File: src/rtl/mem_stage.sv
// mem_stage: RV32I memory stage with data-memory handshake FSM and MEM/WB register.
// Define MEM_MISALIGN_TRAP_EN to trap misaligned SW/SH instead of issuing them.
package rv32i_types;
  typedef struct packed {
    logic [6:0] opcode;
    logic [2:0] funct3;
    logic       mem_read;
    logic       mem_write;
    logic       load_regfile;
    logic [3:0] regfilemux_sel;
  } rv32i_control_word;
endpackage

module mem_stage
  import rv32i_types::*;
#(
  parameter int width = 32
) (
  input  logic              clk,
  input  logic              rst_n,
  input  logic              MEM_valid_i,
  input  rv32i_control_word MEM_ctrl_word_i,
  input  logic [4:0]        MEM_rd_i,
  input  logic [width-1:0]  MEM_alu_out_i,
  input  logic [width-1:0]  MEM_rs2_out_i,
  input  logic [width-1:0]  MEM_pc_out_i,
  input  logic [width-1:0]  MEM_u_imm_i,
  input  logic              MEM_br_en_i,
  output logic [width-1:0]  data_mem_address_o,
  output logic [width-1:0]  data_mem_wdata_o,
  output logic [3:0]        data_mem_mbe_o,
  output logic              data_mem_read_o,
  output logic              data_mem_write_o,
  input  logic [width-1:0]  data_mem_rdata_i,
  input  logic              data_mem_resp_i,
  output logic              MEM_stall_o,
  output logic              WB_valid_o,
  output rv32i_control_word WB_ctrl_word_o,
  output logic [4:0]        WB_rd_o,
  output logic              WB_br_en_o,
  output logic [width-1:0]  WB_alu_out_o,
  output logic [width-1:0]  WB_pc_out_o,
  output logic [width-1:0]  WB_u_imm_o,
  output logic [width-1:0]  WB_data_mem_address_o,
  output logic [width-1:0]  WB_data_mem_rdata_o,
  output logic              WB_misalign_o
);
  typedef enum logic {IDLE, BUSY} state_t;
  state_t state;
  logic [1:0] off;
  logic [2:0] f3;
  logic is_ld, is_st, misalign, mem_op;
  always_comb begin
    off = MEM_alu_out_i[1:0];
    f3 = MEM_ctrl_word_i.funct3;
    is_ld = MEM_valid_i && MEM_ctrl_word_i.mem_read && !MEM_ctrl_word_i.mem_write;
    is_st = MEM_valid_i && MEM_ctrl_word_i.mem_write && !MEM_ctrl_word_i.mem_read;
`ifdef MEM_MISALIGN_TRAP_EN
    misalign = is_st && ((f3 == 3'b010 && off != 2'd0) || (f3 == 3'b001 && off == 2'd3));
`else
    misalign = 1'b0;
`endif
    mem_op = (is_ld || is_st) && !misalign;
    MEM_stall_o = mem_op && !data_mem_resp_i;
    data_mem_read_o = rst_n && mem_op && is_ld;
    data_mem_write_o = rst_n && mem_op && is_st;
    data_mem_address_o = {MEM_alu_out_i[width-1:2], 2'b00};
    data_mem_wdata_o = f3 == 3'b010 ? MEM_rs2_out_i : MEM_rs2_out_i << {off, 3'b000};
    data_mem_mbe_o = !data_mem_write_o ? 4'b0000 :
                     f3 == 3'b010 ? 4'b1111 :
                     f3 == 3'b001 ? 4'b0011 << off : 4'b0001 << off;
  end
  // The handshake itself is combinational; state tracks whether a request is outstanding.
  always_ff @(posedge clk or negedge rst_n) begin
    if (!rst_n) state <= IDLE;
    else if (state == IDLE) state <= (mem_op && !data_mem_resp_i) ? BUSY : IDLE;
    else state <= (data_mem_resp_i || !mem_op) ? IDLE : BUSY;
  end
  always_ff @(posedge clk or negedge rst_n) begin
    if (!rst_n) begin
      WB_valid_o <= 1'b0;
      WB_ctrl_word_o <= '0;
      WB_rd_o <= '0;
      WB_br_en_o <= 1'b0;
      WB_alu_out_o <= '0;
      WB_pc_out_o <= '0;
      WB_u_imm_o <= '0;
      WB_data_mem_address_o <= '0;
      WB_data_mem_rdata_o <= '0;
      WB_misalign_o <= 1'b0;
    end else if (MEM_stall_o) begin
      WB_valid_o <= 1'b0;
      WB_ctrl_word_o.load_regfile <= 1'b0;
    end else begin
      WB_valid_o <= MEM_valid_i;
      WB_ctrl_word_o <= MEM_ctrl_word_i;
      WB_ctrl_word_o.load_regfile <= MEM_ctrl_word_i.load_regfile && MEM_valid_i && !misalign;
      WB_rd_o <= MEM_rd_i;
      WB_br_en_o <= MEM_br_en_i;
      WB_alu_out_o <= MEM_alu_out_i;
      WB_pc_out_o <= MEM_pc_out_i;
      WB_u_imm_o <= MEM_u_imm_i;
      WB_data_mem_address_o <= MEM_alu_out_i;
      WB_data_mem_rdata_o <= (mem_op && is_ld) ? data_mem_rdata_i : '0;
      WB_misalign_o <= misalign;
    end
  end
endmodule
File: config.mk
export PLATFORM = sky130hd
export DESIGN_NAME = mem_stage
export DESIGN_NICKNAME = d
export VERILOG_FILES = /design/src/rtl/mem_stage.sv
export SDC_FILE = /design/constraint.sdc
export NUM_CORES = 1
export LEC_CHECK = 0
export BUFFER_PORTS_ARGS = -buffer_cell sky130_fd_sc_hd__buf_4
export CORE_AREA = 2 2 174 176
export CTS_BUF_LIST = sky130_fd_sc_hd__clkbuf_4
export CTS_CLUSTER_SIZE = 16
export DETAILED_ROUTE_END_ITERATION = 7
export DIE_AREA = 0 0 176 178
export SYNTH_ARGS = -nofsm -noshare
export SYNTH_HDL_FRONTEND = slang
export SYNTH_SLANG_ARGS = --single-unit
File: constraint.sdc
create_clock -name clk -period 1.82 [get_ports clk]
set_input_delay 0.091 -clock clk [delete_from_list [all_inputs] [get_ports clk]]
set_output_delay 0.091 -clock clk [all_outputs]
set_load 0.1 [all_outputs]
# ---- Word level (Yosys, flattened, before mapping)
# Index checks and enable logic that the tools add are counted.
# W data, S select, Z words.
dict set report classes {
  add_sub_neg 0
  n_mul 0
  div 0
  n_lt_le_gt_ge 0
  eq_ne 2
  shifts 3
  mux 7
  n_bitwise 0
  n_reduce_logical 14
}
# cell count
set op_table {}
lappend op_table {{$mux W32} 2}
lappend op_table {{$shl A32 B5 Y32} 1}
lappend op_table {{$mux W4} 3}
lappend op_table {{$logic_and A1 B1 Y1} 10}
lappend op_table {{$shl A1 B2 Y4 const A} 1}
lappend op_table {{$shl A2 B2 Y4 const A} 1}
lappend op_table {{$eq A3 B1 Y1 const B} 1}
lappend op_table {{$eq A3 B2 Y1 const B} 1}
lappend op_table {{$logic_not A1 Y1} 3}
lappend op_table {{$mux W1} 2}
lappend op_table {{$logic_or A1 B1 Y1} 1}
dict set report word_totals {
  reg_bits 152
  latch_bits 0
  mem_bits_rw 0
  mem_bits_ro 0
  input_bits 187
  output_inout_bits 256
  mem_count 0
}

# ---- Depth between registers and ports, before layout
dict set report logic_depth {
  ltp_word 6
  ltp_mapped 6
}

# ---- Worst setup path before layout
# No wires, ideal clock.
dict set report synth_path {
  path_kind {in2out}
  from {input port MEM_ctrl_word_i[9] (netlist name)}
  to {output port data_mem_wdata_o[10]}
  arrival_ns 2.885
  required_time_ns 1.729
  setup_slack_ns -1.156
  stages 4
  n_path_buf 2
  cell_sequence {or3b_1 buf_2 clkbuf_1 o21ai_0}
}
dict set report synth_between {
  elab_chain_len 2
}
# element line
set synth_lines {}
lappend synth_lines {{from (decl)} 22} ;# input rv32i_control_word MEM_ctrl_word_i,
lappend synth_lines {{$eq A3 B2 Y1} 68} ;# data_mem_wdata_o = f3 == 3'b010 ? MEM_rs2_out_i : MEM_rs2_out_i << {off, 3'b000};
lappend synth_lines {{$mux W32} 68}
lappend synth_lines {{to (decl)} 30} ;# output logic [width-1:0] data_mem_wdata_o,
# Every way passes these cells.

# ---- Worst setup path after layout
dict set report layout_path {
  from {input port MEM_ctrl_word_i[9] (netlist name)}
  to {output port data_mem_wdata_o[31]}
}
# Same word-level chain as after synthesis.

==> impl_metrics.py <==
metrics = {
    "logic_synthesis": {
        "synth_enable_flop_cells": 0,
        "avgSynthCellArea_um2": 12.9,
        "syn-cell-area_um2": 7040,
        "synthAdderAreaFrac_pct": 0,
        "synth_top_family_by_area": "multiplexers",
        "synth_warnings": 0,
        "ys_seq_area_share_pct": 54.0,
        "yosys-mux-area-fraction_pct": 20.0,
        "synth_async_sr_flop_share_pct": 100,
        "ys.flop_type": "dfrtp_1",
        "ys_types": 34,
        "netlist_instances": 544,
        "ys_seq_elements": 152,
        "synth_compound_area_share_pct": 9.07,
        "synth_xor_area_share_pct": 0.124,
        "synthSimpleGateAreaFrac_pct": 5.31,
    },
    "power": {
        "power_w": 0.0109,
        "power_switching_w": 0.00500,
        "p_clk_share_pct": 20.8,
        "cellLeakagePower_nw": 5.88,
        "p_comb_share_pct": 44.8,
        "pwr-share-seq_pct": 34.4,
        "switching_share_pct": 45.9,
        "cellPowerDensity_nw_per_um2": 886,
        "vdd_ir_drop_max_mv": 0.526,
        "p_int_w": 0.00588,
    },
    "clock_tree": {
        "clockBufferDepth": 2,
        "clock_latency_ns": 0.54,
        "numCtsBuffers": 17,
        "htreeDepth": 4,
        "cts.repair.resized": 0,
        "clkSinkCount": 152,
        "tritoncts": "done",
        "cts_root_buf": "clkbuf_4",
        "clkTransAtPathRegs_ns": 0.13,
    },
    "critical_path": {
        "cp-end-kind": "output port",
        "path_class": "primary input to output port",
        "cp-start-kind": "primary input",
        "cp.arrival_ns": 1.60,
        "startpoint": "MEM_ctrl_word_i[9]",
        "worstReg2RegStart": "WB_pc_out_o[2]$_DFFE_PN0N_",
        "cp.required_ns": 1.73,
        "crit_fanout": 16,
    },
    "global_routing": {
        "grt_pass1_wl_mm": 36.4,
        "grt_max_degree": 103,
        "grt_use_total_pct": 15.1,
        "antenna_found_initial": 0,
        "grt_pass1_vias": 6635,
        "overflow": 0,
    },
    "die": {
        "start_util_pct": 23.9,
        "fp.dieH_um": 178,
        "die_area_um2": 31300,
        "fp-row-count": 63,
        "io_pins": 443,
        "design.core.area_um2": 29400,
        "die_w_um": 176,
    },
    "sta": {
        "finalMaxSlewViolations": 0,
        "rsz0062_at_grt": "no",
        "finalHoldViolCount": 0,
        "tightest_slew_ns": 0.888,
        "fin_crit_ns": 1.69,
        "fin_crit_sh_pct": 93.0,
        "setup_tns_ns": 0,
        "setup_viol_count_final": 0,
        "fmax_mhz": 591,
        "slew_headroom_pct": 40.8,
        "fin_skew_ns": 0,
    },
    "drt": {
        "drtIter0Drc": 185,
        "ant_nets": 0,
        "wl_per_cell_um": 16.5,
        "vias_per_cell": 4.27,
        "drt_pass1_iterations": 4,
        "via_count": 6303,
        "drc": 0,
        "wirelength_mm": 24.3,
    },
    "cells_and_area": {
        "area_delta_synth_final_pct": 74.6,
        "final_core_util_pct": 41.8,
        "finalNonFillerCells": 1477,
        "antenna_cells": 0,
        "nets": 1262,
        "drive_above_1_share_pct": 55.0,
    },
    "run": {
        "cap_violations": 0,
    },
    "place": {
        "post-dp-hpwl_mm": 17.5,
        "portBuffers": 439,
        "dp.cells": 1290,
        "place_congestion": 0.908,
    },
    "min_path": {
        "hold_path.class": "primary input to flip-flop",
        "min-delay-start": "data_mem_resp_i",
    },
    "status": {
        "status": "complete, no violations",
    },
}
==> worst max-delay path, stage by stage <==
cell and delay (ns):
buf_4 0.13, or3b_1 0.47, buf_4 0.24, a31oi_1 0.18, o221a_2 0.20, buf_4 0.28
==> path summary, 6_finish.rpt <==
kind | slack (ns) | depth (start not counted) | to
max reg2reg | 0.99 | 1 | WB_pc_out_o[2]$_DFFE_PN0N_
min | 0.10 | 4 | WB_ctrl_word_o[9]$_DFFE_PN0N_
max in group asynchronous | 1.09 | 3 | WB_rd_o[4]$_DFFE_PN0N_
min in group asynchronous | 0.16 | 3 | WB_u_imm_o[20]$_DFFE_PN0N_
min reg2reg | 0.51 | 1 | WB_u_imm_o[17]$_DFFE_PN0N_
max | 0.13 | 6 | data_mem_wdata_o[31]
==> power groups by stage <==
| stage | Combinational, W | Sequential, W | Clock [W] |
|---|---|---|---|
| floorplan | 0.00185 | 0.00546 | 0 |
| global placement | 0.00461 | 0.00380 | 0 |
| detailed placement | 0.00462 | 0.00381 | 0 |
| CTS | 0.00489 | 0.00374 | 0.00240 |
| global route | 0.00503 | 0.00377 | 0.00252 |
| finish | 0.00488 | 0.00374 | 0.00226 |
==> cell usage in the layout, fill, tap and decap left out, types with 2 or more instances in the layout <==
| cell type | n |
|---|---|
| mux2_2 | 83 |
| nor2_1 | 10 |
| and3b_1 | 2 |
| buf_12 | 10 |
| clkinvlp_4 | 2 |
| mux2_1 | 35 |
| o221a_2 | 6 |
| a22o_1 | 32 |
| o21ai_2 | 5 |
| a31oi_1 | 8 |
| conb_1 | 3 |
| o221ai_1 | 7 |
| clkinv_4 | 3 |
| nand3_1 | 8 |
| clkinv_2 | 2 |
| or3_1 | 8 |
| o21bai_1 | 3 |
| nand2_1 | 17 |
| clkbuf_4 | 20 |
| nor2b_1 | 2 |
| dfrtp_1 | 152 |
| inv_1 | 17 |
| nand2b_1 | 3 |
| mux2i_1 | 8 |
| dlygate4sd3_1 | 155 |
| a21oi_4 | 2 |
| bufinv_16 | 3 |
| buf_4 | 446 |
| o22a_1 | 8 |
| nor2b_2 | 8 |
| o221a_1 | 2 |
| o21ai_1 | 3 |
==> cells by family (layout without fill, tap and decap cells) <==
family / count (synthesis) / after routing
buffers and inverters: 119 / 660
other: 1 / 3
and+or+nand+nor: 67 / 67
muxes: 126 / 126
AOI/OAI and AO/OA: 78 / 78
DFF: 152 / 152
xor gates and xnor gates: 1 / 1
==> flip-flops by register name, summed over array words and instances (netlist names) <==
| name | cells |
|---|---|
| WB_ctrl_word_o | 17 |
| WB_data_mem_address_o | 32 |
| WB_data_mem_rdata_o | 32 |
| WB_valid_o | 1 |
| WB_u_imm_o | 32 |
| WB_br_en_o | 1 |
| WB_pc_out_o | 32 |
| WB_rd_o | 5 |
==> synthesized netlist by cell type (3+ instances only) <==
library cell / instances / area share (%)
a22o_1: 32 / 4.0
or3_1: 8 / 0.71
nor2_1: 11 / 0.59
buf_4: 77 / 8.2
nor2b_1: 10 / 0.89
dfrtp_1: 152 / 54
nand2_1: 17 / 0.91
clkbuf_1: 11 / 0.59
mux2i_1: 8 / 1.1
a21oi_1: 3 / 0.21
inv_1: 17 / 0.91
o21bai_1: 3 / 0.32
nand3_1: 8 / 0.57
nand2b_1: 3 / 0.27
mux2_2: 83 / 13
o221a_2: 6 / 0.96
o21ai_0: 8 / 0.57
buf_6: 3 / 0.48
a31oi_1: 8 / 0.71
buf_8: 3 / 0.64
o22a_1: 8 / 1.0
mux2_1: 35 / 5.6
o221ai_1: 8 / 1.0
buf_2: 8 / 0.57
==> cell type report <==
| class | count | area, um2 |
|---|---|---|
| fill | 2748 | 17100 |
| timing repair buffer | 612 | 5110 |
| sequential | 152 | 3800 |
| inverter | 17 | 63.8 |
| tap | 390 | 488 |
| clock buffer | 20 | 150 |
| clock inverter | 11 | 150 |
| multi-input combinational | 275 | 2520 |
==> metrics by stage <==
stage | instance area (um2) | hold WS [ns] | setup slack, ns
global route | 12300 | 0.0273 | 0.0607
global placement | 10400 | 0.267 | 0.136
detailed placement | 10400 | 0.270 | 0.136
floorplan | 7120 | -0.205 | -0.490
finish | 12300 | 0.101 | 0.128
CTS | 12300 | 0.00423 | 0.0189
==> per-layer routing <==
layer  wire, um  GRT usage, %  up-vias
li1           -             -     2922
met1       9020          16.4     3037
met2      12600          26.9      309
met3       2070          5.26       35
met4        599          5.72        0
met5          0             0        -
==> what timing repair did <==
action | 4_1_cts | 5_1_grt
setup buffers | 0 | 1
hold buffers | 155 | 0
endpoints found under the setup margin | 0 | 2
endpoints found under the hold margin | 304 | 0
(Power assumes the default switching activity.)
